==> src/rtl/fetch_stage_if.sv <==
// Instruction-memory port bundle for the fetch stage.
// master = fetch side (addr/req out), slave = memory side (ack/rdata out).
interface fetch_stage_if;
    logic [31:0] imem_addr;
    logic        imem_req;
    logic        imem_ack;
    logic [31:0] imem_rdata;

    modport master (
        output imem_addr,
        output imem_req,
        input  imem_ack,
        input  imem_rdata
    );

    modport slave (
        input  imem_addr,
        input  imem_req,
        output imem_ack,
        output imem_rdata
    );
endinterface

==> src/rtl/fetch_stage.sv <==
// Instruction fetch stage: PC, single-outstanding imem request, IF/ID reg.
// Ports: clk, rst_n (async low), e_f stall enable, branch_taken/target
// redirect, imem (fetch_stage_if.master), ir1/pc1/valid1 IF/ID outputs,
// fetch_count delivery counter (built only with `define FETCH_STAT_EN).
module fetch_stage #(
    parameter logic [31:0] RESET_PC = 32'h0000_0000
) (
    input  logic          clk,
    input  logic          rst_n,
    input  logic          e_f,
    input  logic          branch_taken,
    input  logic [31:0]   branch_target,
    fetch_stage_if.master imem,
    output logic [31:0]   ir1,
    output logic [31:0]   pc1,
    output logic          valid1,
    output logic [31:0]   fetch_count
);

    typedef enum logic [1:0] {
        FETCH = 2'd0,
        HOLD  = 2'd1,
        DRAIN = 2'd2
    } state_t;

    state_t      state_q, state_d;
    logic [31:0] pc_q, pc_d;
    logic [31:0] drain_addr_q, drain_addr_d;
    logic [31:0] buffer_q, buffer_d;
    logic [31:0] ir1_d, pc1_d;
    logic        valid1_d;
    logic        load;
    logic [31:0] target;

    assign target = {branch_target[31:2], 2'b00};

    // In DRAIN the stale request keeps its address while pc already
    // points at the redirect target.
    assign imem.imem_addr = (state_q == DRAIN) ? drain_addr_q : pc_q;
    assign imem.imem_req  = rst_n && (state_q != HOLD);

    always_ff @(posedge clk or negedge rst_n) begin
        if (!rst_n) begin
            state_q      <= FETCH;
            pc_q         <= RESET_PC;
            drain_addr_q <= RESET_PC;
            buffer_q     <= '0;
            ir1          <= '0;
            pc1          <= '0;
            valid1       <= 1'b0;
        end else begin
            state_q      <= state_d;
            pc_q         <= pc_d;
            drain_addr_q <= drain_addr_d;
            buffer_q     <= buffer_d;
            ir1          <= ir1_d;
            pc1          <= pc1_d;
            valid1       <= valid1_d;
        end
    end

    always_comb begin
        state_d      = state_q;
        pc_d         = pc_q;
        drain_addr_d = drain_addr_q;
        buffer_d     = buffer_q;
        ir1_d        = ir1;
        pc1_d        = pc1;
        valid1_d     = valid1;
        load         = 1'b0;

        if (branch_taken) begin
            ir1_d    = '0;
            valid1_d = 1'b0;
            pc_d     = target;
            unique case (state_q)
                FETCH: begin
                    if (!imem.imem_ack) begin
                        state_d      = DRAIN;
                        drain_addr_d = pc_q;
                    end
                end
                HOLD: state_d = FETCH;
                DRAIN: begin
                    if (imem.imem_ack) begin
                        state_d = FETCH;
                    end
                end
                default: state_d = FETCH;
            endcase
        end else begin
            unique case (state_q)
                FETCH: begin
                    if (imem.imem_ack) begin
                        if (e_f) begin
                            ir1_d    = imem.imem_rdata;
                            pc1_d    = pc_q;
                            valid1_d = 1'b1;
                            pc_d     = pc_q + 32'd4;
                            load     = 1'b1;
                        end else begin
                            buffer_d = imem.imem_rdata;
                            state_d  = HOLD;
                        end
                    end else if (e_f) begin
                        ir1_d    = '0;
                        valid1_d = 1'b0;
                    end
                end
                HOLD: begin
                    if (e_f) begin
                        ir1_d    = buffer_q;
                        pc1_d    = pc_q;
                        valid1_d = 1'b1;
                        pc_d     = pc_q + 32'd4;
                        load     = 1'b1;
                        state_d  = FETCH;
                    end
                end
                DRAIN: begin
                    if (imem.imem_ack) begin
                        state_d = FETCH;
                    end
                    if (e_f) begin
                        ir1_d    = '0;
                        valid1_d = 1'b0;
                    end
                end
                default: state_d = FETCH;
            endcase
        end
    end

`ifdef FETCH_STAT_EN
    logic [31:0] count_q;

    always_ff @(posedge clk or negedge rst_n) begin
        if (!rst_n) begin
            count_q <= '0;
        end else if (load && (count_q != 32'hFFFF_FFFF)) begin
            count_q <= count_q + 32'd1;
        end
    end

    assign fetch_count = count_q;
`else
    logic stat_unused;

    assign stat_unused = load;
    assign fetch_count = '0;
`endif

endmodule

==> src/flat_wrapper.sv <==
// flat-port wrapper written by rule: the top's interface ports become plain ports
module fetch_stage_flat 
#(
    parameter logic [31:0] RESET_PC = 32'h0000_0000
)
  (clk, rst_n, e_f, branch_taken, branch_target, ir1, pc1, valid1, fetch_count, imem_imem_addr, imem_imem_req, imem_imem_ack, imem_imem_rdata);
  fetch_stage_if imem_i ();
  input  logic clk;
  input  logic rst_n;
  input  logic e_f;
  input  logic branch_taken;
  input  logic [31:0] branch_target;
  output logic [31:0] ir1;
  output logic [31:0] pc1;
  output logic valid1;
  output logic [31:0] fetch_count;
  output wire logic [$bits(imem_i.imem_addr)-1:0] imem_imem_addr;
  output wire logic [$bits(imem_i.imem_req)-1:0] imem_imem_req;
  input wire logic [$bits(imem_i.imem_ack)-1:0] imem_imem_ack;
  input wire logic [$bits(imem_i.imem_rdata)-1:0] imem_imem_rdata;
  assign imem_imem_addr = imem_i.imem_addr;
  assign imem_imem_req = imem_i.imem_req;
  assign imem_i.imem_ack = imem_imem_ack;
  assign imem_i.imem_rdata = imem_imem_rdata;
  fetch_stage #(.RESET_PC(RESET_PC)) u_core (.clk(clk), .rst_n(rst_n), .e_f(e_f), .branch_taken(branch_taken), .branch_target(branch_target), .imem(imem_i), .ir1(ir1), .pc1(pc1), .valid1(valid1), .fetch_count(fetch_count));
endmodule
==> config.mk <==
export PLATFORM = sky130hd
export DESIGN_NAME = fetch_stage_flat
export DESIGN_NICKNAME = d
export VERILOG_FILES = /design/src/rtl/fetch_stage_if.sv /design/src/rtl/fetch_stage.sv /design/src/flat_wrapper.sv
export SDC_FILE = /design/constraint.sdc
export NUM_CORES = 1
export LEC_CHECK = 0
export ABC_AREA = 1
export ABC_CLOCK_PERIOD_IN_PS = 2850
export BUFFER_PORTS_ARGS = -buffer_cell sky130_fd_sc_hd__clkbuf_2
export CORE_MARGIN = 2
export CORE_UTILIZATION = 30
export DETAILED_ROUTE_END_ITERATION = 12
export HOLD_SLACK_MARGIN = 0.06
export PLACE_DENSITY = 0.59
export SYNTH_ARGS = -nofsm -noshare
export SYNTH_HDL_FRONTEND = slang
export SYNTH_SLANG_ARGS = --single-unit
==> constraint.sdc <==
create_clock -name clk -period 2.85 [get_ports clk]
set_clock_uncertainty 0.1 [all_clocks]
set_input_delay 0.4275 -clock clk [delete_from_list [all_inputs] [get_ports clk]]
set_output_delay 0.4275 -clock clk [all_outputs]
set_load 0.005 [all_outputs]
==> metrics <==
switching pwr 3930 µW; Fin Hold WS approximately 130 ps; Core Region 27600 µm²; Final setup viols 0; minimum clock period ~2400 ps; Post-Place Cell Area 9410 µm²; layout cells sized above 1 17.5%; ant diodes 0; maximum fanout along the worst path 41; CP bufs+invs 3; Synth Area in Adders 0.596%; PwrDens 986 nW/µm²; Yosys top cell area share 46.8%; Vias per Instance 4.67; hold depth 3; clock root buffer master clkbuf_16; startpoint types flip-flop; Leak 0.00498 µW; reg-to-reg endpoint u_core.pc1[17]; Synth top cells by count 319 x nand2_1, 157 x dfrtp_1, 148 x o21ai_0; Pre-Repair DR Iteration Count 5; clock share of power 23.9%; die area 29300 µm²; io pins 199; global-route wire length before repair between 30000 and 40000 µm; CTS Buf Count 17; worst hold path startpoint imem_imem_rdata[1]; H-tree Lvls 4; Final Wtd Congestion 0.855; max layer used met4; Die X 171 µm; RSZ-0062 raised after global routing false; mux cell area share after synthesis 0%; Required @ worst endpoint 2320 ps; Met2 Wirelength 10700 µm; Sequential Power Share 36.6%; fmax 0.418 GHz; largest net degree at the start of global routing 102; Routed WL 23800 µm; Post-synth EDFFs 0; overall power a little under 10000 µW; met3 routed WL 925 µm; Worst-Skew Late Latency 430 ps; Die Ht 171 µm; Final Instance Area ~10000 µm²; Comb pwr share 39.6%; wire per inst 14.5 µm; endpoints failing hold 0; largest cells by area after synthesis dfrtp_1 47%, nand2_1 14%, o21ai_0 8.8%; Hold WC Path Type input port to flip-flop; syn avg cell area 7.54 µm²; clk sinks between 150 and 200; DR vias 7657; hold path endpoint u_core.buffer_q[1]; crit share post-route between 80% and 90%; maxcap violations 0; post-synthesis xor/xnor area fraction 0%; outcome finished, final reports clean; Worst setup EP type primary output; #FFs+latches synth 157; ys async rst share 100%; largest area contributor in the netlist dfrtp_1; FF-to-FF setup slack 570 ps; yosys warns 0; crit-path cells inv_1 > ha_2 > buf_4 > nand2_1 > o21ai_0 > clkbuf_2; crit path DAT approximately 1900 ps; clk slew on worst S/H paths ~60 ps; initial antenna violation count 0; HPWL Detailed 16200 µm; normalized max-slew margin about 51%; Worst R2R Start u_core.state_q[0]; critical path class flip-flop to primary output; most numerous cell in the Yosys netlist nand2_1; predominant post-synthesis flop cell dfrtp_1; cell internal pwr 5950 µW; DRC errors left 0; Synth Instances 1113; Distinct cells, synth 32; Critical-path top delay cell dfrtp_1; worst vdd ir approximately 0.4 mV; Setup TNS 0 ps; Crit path largest cell delay 400 ps; gr ovfl total 0; Top delay family on crit path buffers and inverters; M1 WL 11800 µm; FP Rows 61; synthesis-to-finish area growth 19.3%; Iter 0 DRT Violations 565; sequential fraction of the synthesis area 46.8%; Port Buffers 160; fin nets about 1300; vias in the first global route 7234; Sw Share 39.7%; worst slew pin tran 736 ps; GR Util All Layers between 15 and 20%; Synth Area in Simple Gates 20.6%; largest family of logic cells by synthesized area simple AND/OR/NAND/NOR gates; initial core utilization just over 30%; Slew Limit Fails 0; TritonCTS clock tree built; maximum clock path buffer count 2; Mapped Area about 8400 µm²; Synth Area in Compound Gates roughly a fifth; ANT nets after route 0; Fill cells between 2000 and 3000; Worst R2R Path Depth 10
-- registers in the layout (all words and copies together) (netlist names) --
register	cells
u_core.buffer_q	32
u_core.ir1	32
u_core.drain_addr_q	30
u_core.pc1	30
u_core.pc_q	30
u_core.state_q	2
u_core.valid1	1
-- worst max-delay path by stage --
stage | startpoint | end | slack (ps) | cells past startpoint
floorplan | u_core.state_q[0] | imem_imem_addr[22] | 1060 | 6
global placement | u_core.state_q[0] | u_core.pc1[8] | 620 | 9
detailed placement | u_core.state_q[0] | u_core.pc1[6] | 560 | 9
CTS | u_core.state_q[0] | imem_imem_addr[17] | 430 | 6
global route | u_core.state_q[0] | imem_imem_addr[17] | 270 | 6
finish | u_core.state_q[0] | imem_imem_addr[13] | 460 | 6
-- final cells by class --
type | instances | area (µm²) | share of cell area [%]
multi-input cells | 769 | 3560 | 35.6
flip-flops and latches | 157 | 3930 | 39.2
inverters | 123 | 462 | 4.61
repair buffers | 181 | 992 | 9.91
well taps | 378 | 473 | 4.72
clock buffers | 19 | 443 | 4.42
clock inverters | 13 | 155 | 1.55
-- power groups by stage --
stage / combinational [µW] / clock, µW / sequential, µW
after floorplan: 2620 / 0 / 3570
after global placement: 3870 / 0 / 3620
after detailed placement: 3950 / 0 / 3640
after CTS: 3960 / 2420 / 3610
after global routing: 4550 / 2510 / 3730
final: 3910 / 2360 / 3610
-- worst min-delay path, cell delays in order --
cell and delay [ps]:
clkbuf_2 90, nand2_1 50, o21ai_0 60
-- logic make-up after synthesis --
kind of cell | after synthesis
buffers and inverters | 222
DFF | 157
other | 1
and+or+nand+nor | 438
adders and majority gates | 4
AOI/OAI and AO/OA | 291
-- stage by stage --
| stage | std cells | setup WS, ps | utilization (%) |
|---|---|---|---|
| final | 1640 | 458 | 36.3 |
| after global routing | 1640 | 269 | 36.3 |
| after CTS | 1640 | 432 | 36.3 |
| after detailed placement | 1607 | 562 | 34.1 |
| after global placement | 1607 | 622 | 34.1 |
| after floorplan | 1148 | 1060 | - |
-- repair_timing --
action / CTS / global route
buffers inserted: 0 / 0
hold buffers: 1 / 0
gates resized for setup: 0 / 0
hold endpoints to repair: 10 / 0
-- layout by cell type (no fill, tap or decap), types with 3 or more instances in the layout --
master      Yosys  final
nand2_1       319    318
clkbuf_2        1    159
dfrtp_1       157    157
o21ai_0       148    148
inv_1         119    119
nor2_1         63     63
o22ai_1        40     40
a21oi_1        40     40
nand3_1        39     39
conb_1          1     36
o221ai_1       29     29
o21ai_1        22     22
buf_4          37     18
clkbuf_16       0     17
nor3_1          9      9
inv_6           0      5
o211ai_1        4      4
nand2_2         2      3
a31oi_1         3      3
ha_1            4      3
clkinvlp_4      0      3
-- metal layers --
layer,vias up,GRT usage [%]
met3,25,2.69
met5,-,0
met4,0,4.86
li1,3862,-
met2,199,25.7
met1,3571,24.1
(Power assumes the default switching activity.)
